File: config.mk
export PLATFORM = sky130hd
export DESIGN_NAME = alu_arbiter_flat
export DESIGN_NICKNAME = d
export VERILOG_FILES = /design/src/rtl/alu_pkg.sv /design/src/rtl/alu_arbiter_if.sv /design/src/rtl/alu_arbiter_alu.sv /design/src/rtl/alu_arbiter.sv /design/src/flat_wrapper.sv
export SDC_FILE = /design/constraint.sdc
export NUM_CORES = 1
export LEC_CHECK = 0
export CAP_MARGIN = 20
export CORE_MARGIN = 10
export CORE_UTILIZATION = 40
export CTS_CLUSTER_SIZE = 12
export DETAILED_ROUTE_END_ITERATION = 10
export PLACE_DENSITY_LB_ADDON = 0.25
export SLEW_MARGIN = 20
export SYNTH_ARGS = -nofsm -noshare
export SYNTH_HDL_FRONTEND = slang
export SYNTH_SLANG_ARGS = --single-unit
export TNS_END_PERCENT = 1
File: constraint.sdc
create_clock -name clk -period 2.1 [get_ports clk]
set_input_delay 0.315 -clock clk [delete_from_list [all_inputs] [get_ports clk]]
set_output_delay 0.315 -clock clk [all_outputs]
set_load 0.005 [all_outputs]
File: src/rtl/alu_pkg.sv
// Shared definitions for the ALU and its two-requester arbiter:
// widths, opcode encoding and the arbiter FSM state encoding.
package alu_pkg;

  localparam int DEF_DATA_W = 8;
  localparam int DEF_OP_W   = 3;

  localparam logic [2:0] OP_ADD = 3'b000;
  localparam logic [2:0] OP_SUB = 3'b001;
  localparam logic [2:0] OP_SLL = 3'b010;
  localparam logic [2:0] OP_SRL = 3'b011;
  localparam logic [2:0] OP_AND = 3'b100;
  localparam logic [2:0] OP_OR  = 3'b101;
  localparam logic [2:0] OP_XOR = 3'b110;
  localparam logic [2:0] OP_EQL = 3'b111;

  typedef enum logic [1:0] {
    ST_IDLE = 2'd0,
    ST_EXEC = 2'd1,
    ST_RESP = 2'd2
  } state_t;

endpackage

File: src/rtl/alu_arbiter_if.sv
// Request/response bundle between two ALU requesters, the arbiter and the
// response consumer.
// Handshake: a transfer happens on a rising clk edge where valid and ready are
// both high; ready may depend combinationally on valid, valid never on ready,
// and a source holds its payload stable while valid is high and ready is low.
interface alu_arbiter_if
  import alu_pkg::*;
#(
  parameter int DATA_W = DEF_DATA_W,
  parameter int OP_W   = DEF_OP_W
);

  logic              req0_valid;
  logic              req0_ready;
  logic [DATA_W-1:0] req0_a;
  logic [DATA_W-1:0] req0_b;
  logic [OP_W-1:0]   req0_op;

  logic              req1_valid;
  logic              req1_ready;
  logic [DATA_W-1:0] req1_a;
  logic [DATA_W-1:0] req1_b;
  logic [OP_W-1:0]   req1_op;

  logic              resp_valid;
  logic              resp_ready;
  logic [DATA_W-1:0] resp_data;
  logic              resp_id;

  modport slave (
    input  req0_valid, req0_a, req0_b, req0_op,
    input  req1_valid, req1_a, req1_b, req1_op,
    input  resp_ready,
    output req0_ready, req1_ready,
    output resp_valid, resp_data, resp_id
  );

  modport master (
    output req0_valid, req0_a, req0_b, req0_op,
    output req1_valid, req1_a, req1_b, req1_op,
    output resp_ready,
    input  req0_ready, req1_ready,
    input  resp_valid, resp_data, resp_id
  );

endinterface

File: src/rtl/alu_arbiter_alu.sv
// Purely combinational 8-bit ALU shared by the arbiter's requesters.
// Shifts move a by one place and ignore b; EQL yields 1 or 0.
module alu_arbiter_alu
  import alu_pkg::*;
#(
  parameter int DATA_W = DEF_DATA_W,
  parameter int OP_W   = DEF_OP_W
) (
  input  logic [DATA_W-1:0] a,
  input  logic [DATA_W-1:0] b,
  input  logic [OP_W-1:0]   op,
  output logic [DATA_W-1:0] y
);

  always_comb begin
    y = '0;
    case (op)
      OP_ADD:  y = a + b;
      OP_SUB:  y = a - b;
      OP_SLL:  y = a << 1;
      OP_SRL:  y = a >> 1;
      OP_AND:  y = a & b;
      OP_OR:   y = a | b;
      OP_XOR:  y = a ^ b;
      OP_EQL:  y = {{(DATA_W-1){1'b0}}, (a == b)};
      default: y = '0;
    endcase
  end

endmodule

File: src/rtl/alu_arbiter.sv
// Round-robin arbiter sharing one ALU between two requesters; results return
// on a single response channel tagged with the requester id.
module alu_arbiter
  import alu_pkg::*;
#(
  parameter int DATA_W = DEF_DATA_W,
  parameter int OP_W   = DEF_OP_W
) (
  input  logic         clk,
  input  logic         rst,
  alu_arbiter_if.slave bus,
  output state_t       dbg_state
);

  state_t            state_q;
  state_t            state_d;

  logic              grant_valid;
  logic              grant_id;
  logic              ready0;
  logic              ready1;
  logic              accept;

  logic [DATA_W-1:0] a_q;
  logic [DATA_W-1:0] b_q;
  logic [OP_W-1:0]   op_q;
  logic              id_q;
  logic              last_grant_q;

  logic [DATA_W-1:0] alu_y;
  logic              resp_valid_q;
  logic [DATA_W-1:0] resp_data_q;
  logic              resp_id_q;

  // Under contention the requester that did not win last time goes next.
  always_comb begin
    grant_valid = bus.req0_valid | bus.req1_valid;
    if (bus.req0_valid && bus.req1_valid) begin
      grant_id = ~last_grant_q;
    end else begin
      grant_id = bus.req1_valid;
    end
  end

  always_ff @(posedge clk or posedge rst) begin
    if (rst) begin
      state_q <= ST_IDLE;
    end else begin
      state_q <= state_d;
    end
  end

  always_comb begin
    state_d = state_q;
    case (state_q)
      ST_IDLE: if (accept) state_d = ST_EXEC;
      ST_EXEC: state_d = ST_RESP;
      ST_RESP: if (bus.resp_ready) state_d = ST_IDLE;
      default: state_d = ST_IDLE;
    endcase
  end

  always_comb begin
    ready0 = 1'b0;
    ready1 = 1'b0;
    if (state_q == ST_IDLE && grant_valid) begin
      ready0 = ~grant_id;
      ready1 = grant_id;
    end
    accept = ready0 | ready1;
  end

  // Operands are captured once at acceptance; the ALU only ever sees these.
  always_ff @(posedge clk or posedge rst) begin
    if (rst) begin
      a_q          <= '0;
      b_q          <= '0;
      op_q         <= '0;
      id_q         <= 1'b0;
      last_grant_q <= 1'b1;
    end else if (accept) begin
      a_q          <= grant_id ? bus.req1_a  : bus.req0_a;
      b_q          <= grant_id ? bus.req1_b  : bus.req0_b;
      op_q         <= grant_id ? bus.req1_op : bus.req0_op;
      id_q         <= grant_id;
      last_grant_q <= grant_id;
    end
  end

  alu_arbiter_alu #(
    .DATA_W (DATA_W),
    .OP_W   (OP_W)
  ) u_alu (
    .a  (a_q),
    .b  (b_q),
    .op (op_q),
    .y  (alu_y)
  );

  always_ff @(posedge clk or posedge rst) begin
    if (rst) begin
      resp_valid_q <= 1'b0;
      resp_data_q  <= '0;
      resp_id_q    <= 1'b0;
    end else if (state_q == ST_EXEC) begin
      resp_valid_q <= 1'b1;
      resp_data_q  <= alu_y;
      resp_id_q    <= id_q;
    end else if (state_q == ST_RESP && bus.resp_ready) begin
      resp_valid_q <= 1'b0;
    end
  end

  assign bus.req0_ready = ready0;
  assign bus.req1_ready = ready1;
  assign bus.resp_valid = resp_valid_q;
  assign bus.resp_data  = resp_data_q;
  assign bus.resp_id    = resp_id_q;
  assign dbg_state      = state_q;

endmodule
File: src/flat_wrapper.sv
// flat-port wrapper written by rule: the top's interface ports become plain ports
module alu_arbiter_flat import alu_pkg::*;
#(
  parameter int DATA_W = DEF_DATA_W,
  parameter int OP_W   = DEF_OP_W
)
  (clk, rst, dbg_state, bus_req0_valid, bus_req0_a, bus_req0_b, bus_req0_op, bus_req1_valid, bus_req1_a, bus_req1_b, bus_req1_op, bus_resp_ready, bus_req0_ready, bus_req1_ready, bus_resp_valid, bus_resp_data, bus_resp_id);
  alu_arbiter_if #(.DATA_W(DATA_W), .OP_W(OP_W)) bus_i ();
  input  logic clk;
  input  logic rst;
  output state_t dbg_state;
  input wire logic [$bits(bus_i.req0_valid)-1:0] bus_req0_valid;
  input wire logic [$bits(bus_i.req0_a)-1:0] bus_req0_a;
  input wire logic [$bits(bus_i.req0_b)-1:0] bus_req0_b;
  input wire logic [$bits(bus_i.req0_op)-1:0] bus_req0_op;
  input wire logic [$bits(bus_i.req1_valid)-1:0] bus_req1_valid;
  input wire logic [$bits(bus_i.req1_a)-1:0] bus_req1_a;
  input wire logic [$bits(bus_i.req1_b)-1:0] bus_req1_b;
  input wire logic [$bits(bus_i.req1_op)-1:0] bus_req1_op;
  input wire logic [$bits(bus_i.resp_ready)-1:0] bus_resp_ready;
  output wire logic [$bits(bus_i.req0_ready)-1:0] bus_req0_ready;
  output wire logic [$bits(bus_i.req1_ready)-1:0] bus_req1_ready;
  output wire logic [$bits(bus_i.resp_valid)-1:0] bus_resp_valid;
  output wire logic [$bits(bus_i.resp_data)-1:0] bus_resp_data;
  output wire logic [$bits(bus_i.resp_id)-1:0] bus_resp_id;
  assign bus_i.req0_valid = bus_req0_valid;
  assign bus_i.req0_a = bus_req0_a;
  assign bus_i.req0_b = bus_req0_b;
  assign bus_i.req0_op = bus_req0_op;
  assign bus_i.req1_valid = bus_req1_valid;
  assign bus_i.req1_a = bus_req1_a;
  assign bus_i.req1_b = bus_req1_b;
  assign bus_i.req1_op = bus_req1_op;
  assign bus_i.resp_ready = bus_resp_ready;
  assign bus_req0_ready = bus_i.req0_ready;
  assign bus_req1_ready = bus_i.req1_ready;
  assign bus_resp_valid = bus_i.resp_valid;
  assign bus_resp_data = bus_i.resp_data;
  assign bus_resp_id = bus_i.resp_id;
  alu_arbiter #(.DATA_W(DATA_W), .OP_W(OP_W)) u_core (.clk(clk), .rst(rst), .bus(bus_i), .dbg_state(dbg_state));
endmodule
==> impl_metrics.py, run 1 <==
metrics = {
    "logic_synthesis": {
        "yosysWarningCount": 0,
        "ys_top_cells_by_count": "inv_1 (43), dfrtp_1 (32), ha_1 (23), nor2_1 (23)",
        "synthTopCellsByArea": "dfrtp_1 (32%), ha_1 (11%), a222oi_1 (7.5%)",
        "synth_top_family_by_area": "compound AO/OA/AOI/OAI gates",
        "synth_compound_area_share_pct": 26.2,
        "synth.most_common_cell": "inv_1",
        "ys_ff_latch": 33,
        "synthMuxAreaShare_pct": 2.03,
        "synth_xor_area_share_pct": 2.43,
        "synth-simple-area-share_pct": 13.4,
        "synth.net_count": 359,
        "ys_seq_area_share_pct": 32.7,
        "syn_avg_cell_area_um2": 8.68,
        "ys_types": 54,
        "synth_edf_count": 0,
        "synth-main-ff-cell": "dfrtp_1",
        "synth_top_cell_area_share_pct": 31.7,
        "ys_async_sr_fraction_pct": 100,
        "synthAdderAreaFrac_pct": 13.0,
        "syn-cell-area_mm2": 0.00253,
        "synthCells": 291,
        "yosysTopAreaCell": "dfrtp_1",
    },
    "route": {
        "vias": 2432,
        "wl_met3_um": 569,
        "drt_pre_antenna_iters": 5,
        "viasPerCell": 5.45,
        "first_iter_violations": 208,
        "top_layer_used": "met4",
        "ant_nets": 0,
        "drt-total-wl_mm": 6.91,
        "detail_route.wl_per_cell_um": 15.5,
        "wl_met1_mm": 3.20,
        "drc_errors": 0,
        "wl_met2_mm": 3.03,
    },
    "timing": {
        "finalSetupViolCount": 1,
        "finalSetupTns_ps": -87.2,
        "worst_pin_slew_ps": 661,
        "relSlewSlack_pct": 55.9,
        "rsz0062_at_grt": "yes",
        "setup_slack_ps": -87.2,
        "hold_violations": 0,
        "skew_ps": 10.0,
        "slew_viol_final": 0,
        "max_freq_mhz": 457,
        "fin_crit_sh_pct": 104,
        "post-route-min-period_ps": 2190,
    },
    "flow_run": {
        "maxCapViolCount": 0,
    },
    "power_and_ir_drop": {
        "vdd_drop_max_v": 0.00100,
        "power_per_cell_area_mw_per_mm2": 1790,
        "p_total_mw": 6.28,
        "leakage_nw": 1.64,
    },
    "floorplanning": {
        "core_area_mm2": 0.00603,
        "start_util_pct": 41.9,
        "dieArea_mm2": 0.00989,
        "ios": 57,
        "die_y_um": 99.5,
        "num_rows": 28,
        "die_w_um": 99.5,
    },
    "place": {
        "place_inst": 435,
        "dpl.hpwl_mm": 5.41,
        "port_buffers": 56,
        "dpl-instance-area_mm2": 0.00333,
        "gp_congestion": 0.854,
    },
    "global_route": {
        "grt_pass1_vias": 2375,
        "grt_max_degree": 34,
        "grt_use_total_pct": 13.8,
        "antenna_found_initial": 0,
        "grt_overflow": 0,
        "grt_pass1_wl_mm": 11.4,
    },
    "setup_path": {
        "end_kind": "register",
        "cp_max_fo": 2,
        "cp_data_arrival_time_ps": 2360,
        "cp.required_ps": 2280,
        "worstSetupStartpointType": "register",
        "path_class": "reg2reg",
    },
    "cells_and_area": {
        "diodes": 0,
        "final_cells": 446,
        "fillCellCount": 547,
        "fin_util_pct": 58.3,
        "drive_gt1_share_pct": 18.1,
        "final_cell_area_mm2": 0.00351,
        "syn_to_final_growth_pct": 39.0,
        "finalNetCount": 438,
    },
    "clock_network": {
        "cts_max_level": 2,
        "clkSlewWorstSetupHoldPaths_ps": 80,
        "numCtsBuffers": 5,
        "numClockSinks": 33,
        "ctsLongestPathBuffers": 2,
        "worst_skew_pair.late_latency_ps": 290,
        "cts_root_buf": "clkbuf_8",
        "cts_tree": "yes",
    },
    "hold_path": {
        "hp-class": "in2async",
    },
    "status": {
        "status": "finished, violations left",
        "violations": "negative setup slack",
    },
}
power breakdown:
| group | switching, mW | internal (mW) |
|---|---|---|
| registers | 0.355 | 0.966 |
| clock network | 0.241 | 0.230 |
| logic | 2.25 | 2.24 |
| total | 2.84 | 3.44 |
layer usage:
metal	vias up	GRT usage, %
li1	1193	-
met1	1133	17.8
met2	95	20.9
met3	11	4.78
met4	0	4.52
met5	-	0
area by class of cell:
| type | instances | area [um2] | share of cell area (%) |
|---|---|---|---|
| clock buffer | 6 | 72.6 | 2.07 |
| clock inverter | 2 | 10.0 | 0.285 |
| inverter | 43 | 161 | 4.60 |
| multi-input combinational | 195 | 1520 | 43.1 |
| sequential | 33 | 828 | 23.6 |
| tap | 75 | 93.8 | 2.67 |
| timing repair buffer | 92 | 831 | 23.7 |
critical path: stages, from the launching register on:
cell and delay, ps:
dfrtp_1 360, inv_2 60, ha_4 160, fa_2 350
o21ba_4 210, or4_4 410, o21ai_2 80, mux2i_1 230
o211ai_2 90, o221a_2 130
repair_timing:
item / in CTS / in global routing
setup endpoints to repair: 1 / 6
resized for setup: 6 / 11
gates cloned: 0 / 0
hold endpoints to repair: 0 / 0
buffers inserted: 2 / 1
pin swaps: 4 / 5
hold buffers: 0 / 0
flip-flops by register name (all words and copies together) (netlist names), 2 cells and up:
| signal | flops |
|---|---|
| u_core.a_q | 8 |
| u_core.b_q | 8 |
| u_core.dbg_state | 2 |
| u_core.bus.resp_data | 8 |
| u_core.op_q | 3 |
cells in the final DEF (no fill, tap or decap), types with 3 or more instances in the layout:
master,synthesis,layout
mux2i_1,4,4
inv_1,43,42
a211oi_1,6,6
a31oi_1,3,3
dfrtp_1,32,31
nand2_1,19,19
buf_4,0,36
xnor2_1,3,3
o21ai_0,13,13
clkdlybuf4s50_1,0,56
nor2_1,23,21
a21oi_1,17,16
nor3_1,3,3
a222oi_1,19,19
nand2b_1,5,5
a21o_1,5,5
xor2_1,4,4
ha_1,23,19
nor2b_1,6,5
clkbuf_8,0,5
kinds of logic (layout without fill, tap and decap cells):
| family | after synthesis | in the layout |
|---|---|---|
| xor+xnor | 7 | 7 |
| compound gates | 88 | 88 |
| fa+ha+maj | 25 | 25 |
| mux | 5 | 5 |
| flops | 33 | 33 |
| simple gates | 70 | 70 |
| buf+inv | 63 | 143 |
path summary, 6_finish.rpt:
kind | end | cells past startpoint | slack, ps | startpoint
worst max-delay path | u_core.bus.resp_data[6] | 9 | -90 | u_core.a_q[0]
worst min-delay path | u_core.bus.resp_data[3] | 3 | 410 | rst
min in group clk | u_core.bus.resp_id | 2 | 480 | u_core.bus.resp_id
max in group asynchronous | u_core.last_grant_q | 3 | 1370 | rst
worst min register to register | u_core.bus.resp_id | 2 | 480 | u_core.bus.resp_id
worst max register to register | u_core.bus.resp_data[6] | 9 | -90 | u_core.a_q[0]
stage by stage:
stage               hold WS (ps)  worst slack [ps]
floorplan                    422             -31.3
global placement             461             -76.8
detailed placement           473             -90.3
CTS                          422              -104
global route                 466              -142
finish                       406             -87.2
Note: power is estimated with default switching activity, not from simulation.
==> run 2: changes to the inputs <==
--- a/config.mk
+++ b/config.mk
@@ -14,5 +14,6 @@
 export SLEW_MARGIN = 20
 export SYNTH_ARGS = -nofsm -noshare
 export SYNTH_HDL_FRONTEND = slang
+export SYNTH_HIERARCHICAL = 1
 export SYNTH_SLANG_ARGS = --single-unit
 export TNS_END_PERCENT = 1
==> constraint.sdc (replaced) <==
create_clock -name clk -period 2.05 [get_ports clk]
set_input_delay 0.205 -clock clk [delete_from_list [all_inputs] [get_ports clk]]
set_output_delay 0.205 -clock clk [all_outputs]
set_load 0.005 [all_outputs]
==> run 2 against run 1 <==
The run still ends with negative setup slack left. Area after synthesis rose by 12%. Sequential cell count did not move. Power increased by 21%. Synthesized cell count grew 8.2%. Final cell count grew 16%. Fmax up 0.73%. Die area grew 9.2%. Utilization is 1.5 points higher. Sequential power barely moved. First-iteration DRC count shrank 13%. Non-clock buffer count grew 26. Global-route usage rose by 3.0 points. Largest power group unchanged. Highest routed layer unchanged.
==> impl_metrics.py, run 2 <==
metrics = {
    "cells_and_area": {
        "diodes": 0,
        "final_cell_area_mm2": 0.00409,
        "mostFrequentLayoutCells": "buf_4 (60), clkdlybuf4s50_1 (56), dfrtp_1 (31)",
        "final_common_cell": "buf_4",
        "drive_gt1_share_pct": 24.9,
        "syn_to_final_growth_pct": 44.9,
        "finalNetCount": 488,
    },
    "timing": {
        "rsz0062_at_grt": "yes",
        "post-route-min-period_ps": 2170,
        "fin_crit_sh_pct": 106,
        "finalSetupViolCount": 5,
        "hold_violations": 0,
        "relSlewSlack_pct": 49.3,
        "worst_pin_slew_ps": 759,
        "max_freq_mhz": 461,
        "setup_slack_ps": -121,
        "skew_ps": 10.0,
        "slew_viol_final": 0,
        "holdWs_ps": 133,
    },
    "clock_network": {
        "hold_buffers": 0,
        "numClockSinks": 33,
        "numCtsBuffers": 5,
        "clkSlewWorstSetupHoldPaths_ps": 90,
        "cts_root_buf": "clkbuf_8",
        "worst_skew_pair.late_latency_ps": 300,
        "ctsLongestPathBuffers": 2,
        "cts_max_level": 2,
        "cts_tree": "yes",
    },
    "setup_path": {
        "end_kind": "register",
        "cp_max_fo": 3,
        "worstSetupStartpointType": "register",
        "reg2reg_slack_ps": -120,
        "cp_data_arrival_time_ps": 2360,
        "cp.required_ps": 2240,
        "path_class": "reg2reg",
    },
    "floorplanning": {
        "start_util_pct": 41.3,
        "die_y_um": 104,
        "dieArea_mm2": 0.0108,
        "core_area_mm2": 0.00683,
        "num_rows": 30,
        "ios": 57,
        "die_w_um": 104,
    },
    "logic_synthesis": {
        "synthCells": 315,
        "yosysWarningCount": 6,
        "synth.most_common_cell": "dfrtp_1",
        "synth_edf_count": 0,
        "synth-main-ff-cell": "dfrtp_1",
        "ys_top_cells_by_count": "dfrtp_1 (32), inv_1 (28), ha_1 (23)",
        "ys_async_sr_fraction_pct": 100,
        "syn-cell-area_mm2": 0.00282,
        "ys_ff_latch": 33,
        "synthTopCellsByArea": "dfrtp_1 (28%), ha_1 (10%), a221o_1 (7.8%)",
        "syn_avg_cell_area_um2": 8.95,
        "synth_top_cell_area_share_pct": 28.4,
        "synth.net_count": 383,
        "yosysTopAreaCell": "dfrtp_1",
        "ys_types": 61,
        "ys_seq_area_share_pct": 29.3,
    },
    "place": {
        "gp_congestion": 0.960,
        "dpl-instance-area_mm2": 0.00386,
        "dpl.hpwl_mm": 7.26,
        "port_buffers": 56,
    },
    "status": {
        "violations": "negative setup slack",
        "status": "finished, violations left",
    },
    "route": {
        "vias": 2865,
        "viasPerCell": 5.54,
        "drt-total-wl_mm": 9.09,
        "detail_route.wl_per_cell_um": 17.6,
        "first_iter_violations": 181,
        "ant_nets": 0,
        "drc_errors": 0,
        "drt_pre_antenna_iters": 4,
    },
    "global_route": {
        "grt_pass1_wl_mm": 15.4,
        "antenna_found_initial": 0,
        "grt_overflow": 0,
        "grt_max_degree": 22,
        "grt_pass1_vias": 3069,
        "grt_use_total_pct": 16.8,
    },
    "power_and_ir_drop": {
        "leakage_nw": 1.80,
        "vdd_drop_max_v": 0.000837,
        "p_sw_mw": 3.33,
        "p_seq_share_pct": 17.1,
        "swShare_pct": 43.7,
        "p_total_mw": 7.62,
        "p_int_mw": 4.29,
        "clkPwrFrac_pct": 8.6,
        "combPwrFrac_pct": 74.3,
        "power_per_cell_area_mw_per_mm2": 1870,
    },
    "flow_run": {
        "maxCapViolCount": 0,
    },
    "hold_path": {
        "hp-class": "in2async",
    },
}
[run 2: changes by cell type in the layout (fill, tap and decap cells not counted), moves of 3 or more]
cell / delta
mux2_2: +7
a221o_1: +21
a222oi_1: -19
nand3b_1: +3
xor2_1: -3
buf_4: +24
o211ai_1: +3
inv_1: -16
nand2_1: -4
nor3_1: +5
nor2b_1: -3
o21a_1: +19
[run 2: final cells by class]
class | instances | area [um2]
clock buffers | 5 | 68.8
clock inverters | 3 | 46.3
fillers | 631 | 2750
inverters | 29 | 109
multi-input cells | 233 | 1860
flip-flops and latches | 33 | 828
well taps | 96 | 120
repair buffers | 118 | 1050
[run 2: layer usage]
metal  vias to the layer above  share of wire [%]  GRT usage, %
met5                         -                  0             0
met4                         0                1.7          4.47
met3                        13                7.3          4.96
met2                        94                 47          27.6
li1                       1381                  -             -
met1                      1377                 44          20.8
[run 2: logic make-up after synthesis]
logic type	share of synthesized area (%)
AO/OA/AOI/OAI	29.8
AND/OR/NAND/NOR	15.1
buffers and inverters	8.16
flip-flops	29.3
adder cells (fa/ha/maj)	11.6
multiplexers	5.37
XOR/XNOR	0.621
[run 2: metrics by stage]
stage	TNS, ps	instances	util [%]	worst slack [ps]
2_1_floorplan	-304	315	-	-155
3_3_place_gp	-607	508	56.6	-202
3_5_place_dp	-788	508	56.6	-251
4_1_cts	-563	517	59.1	-170
5_1_grt	-947	517	59.8	-217
6_report	-413	517	59.8	-121
[run 2: path summary, 6_finish.rpt]
path                                                end            from  cells after the start
worst max-delay path            u_core/bus.resp_data[6]   u_core/a_q[0]                     10
worst min-delay path                u_core/dbg_state[0]             rst                      2
worst max register to register  u_core/bus.resp_data[6]   u_core/a_q[0]                     10
worst min register to register              u_core/id_q     u_core/id_q                      1
max in group asynchronous                 u_core/a_q[1]             rst                      3
min in group clk                  u_core/bus.resp_valid  bus_resp_ready                      2
[run 2: worst max-delay path: stages (launching register included)]
cell and delay, ps:
dfrtp_1 390, inv_2 70, ha_4 160, inv_2 50
fa_2 190, nand2b_1 70, a221o_1 290, a221o_1 310
o211ai_1 160, o211ai_1 100, mux2_4 260
[run 2: what timing repair did]
item | in CTS | in global routing
resized for setup | 11 | 14
pin swaps | 3 | 4
setup buffers | 1 | 0
endpoints found under the setup margin | 6 | 6
[run 2: power by group through the flow]
stage | combinational, mW | sequential, mW | clock, mW
floorplan | 3.16 | 1.26 | 0
global placement | 5.27 | 1.29 | 0
detailed placement | 5.28 | 1.31 | 0
CTS | 5.45 | 1.31 | 0.668
global route | 6.21 | 1.36 | 0.690
finish | 5.66 | 1.30 | 0.655
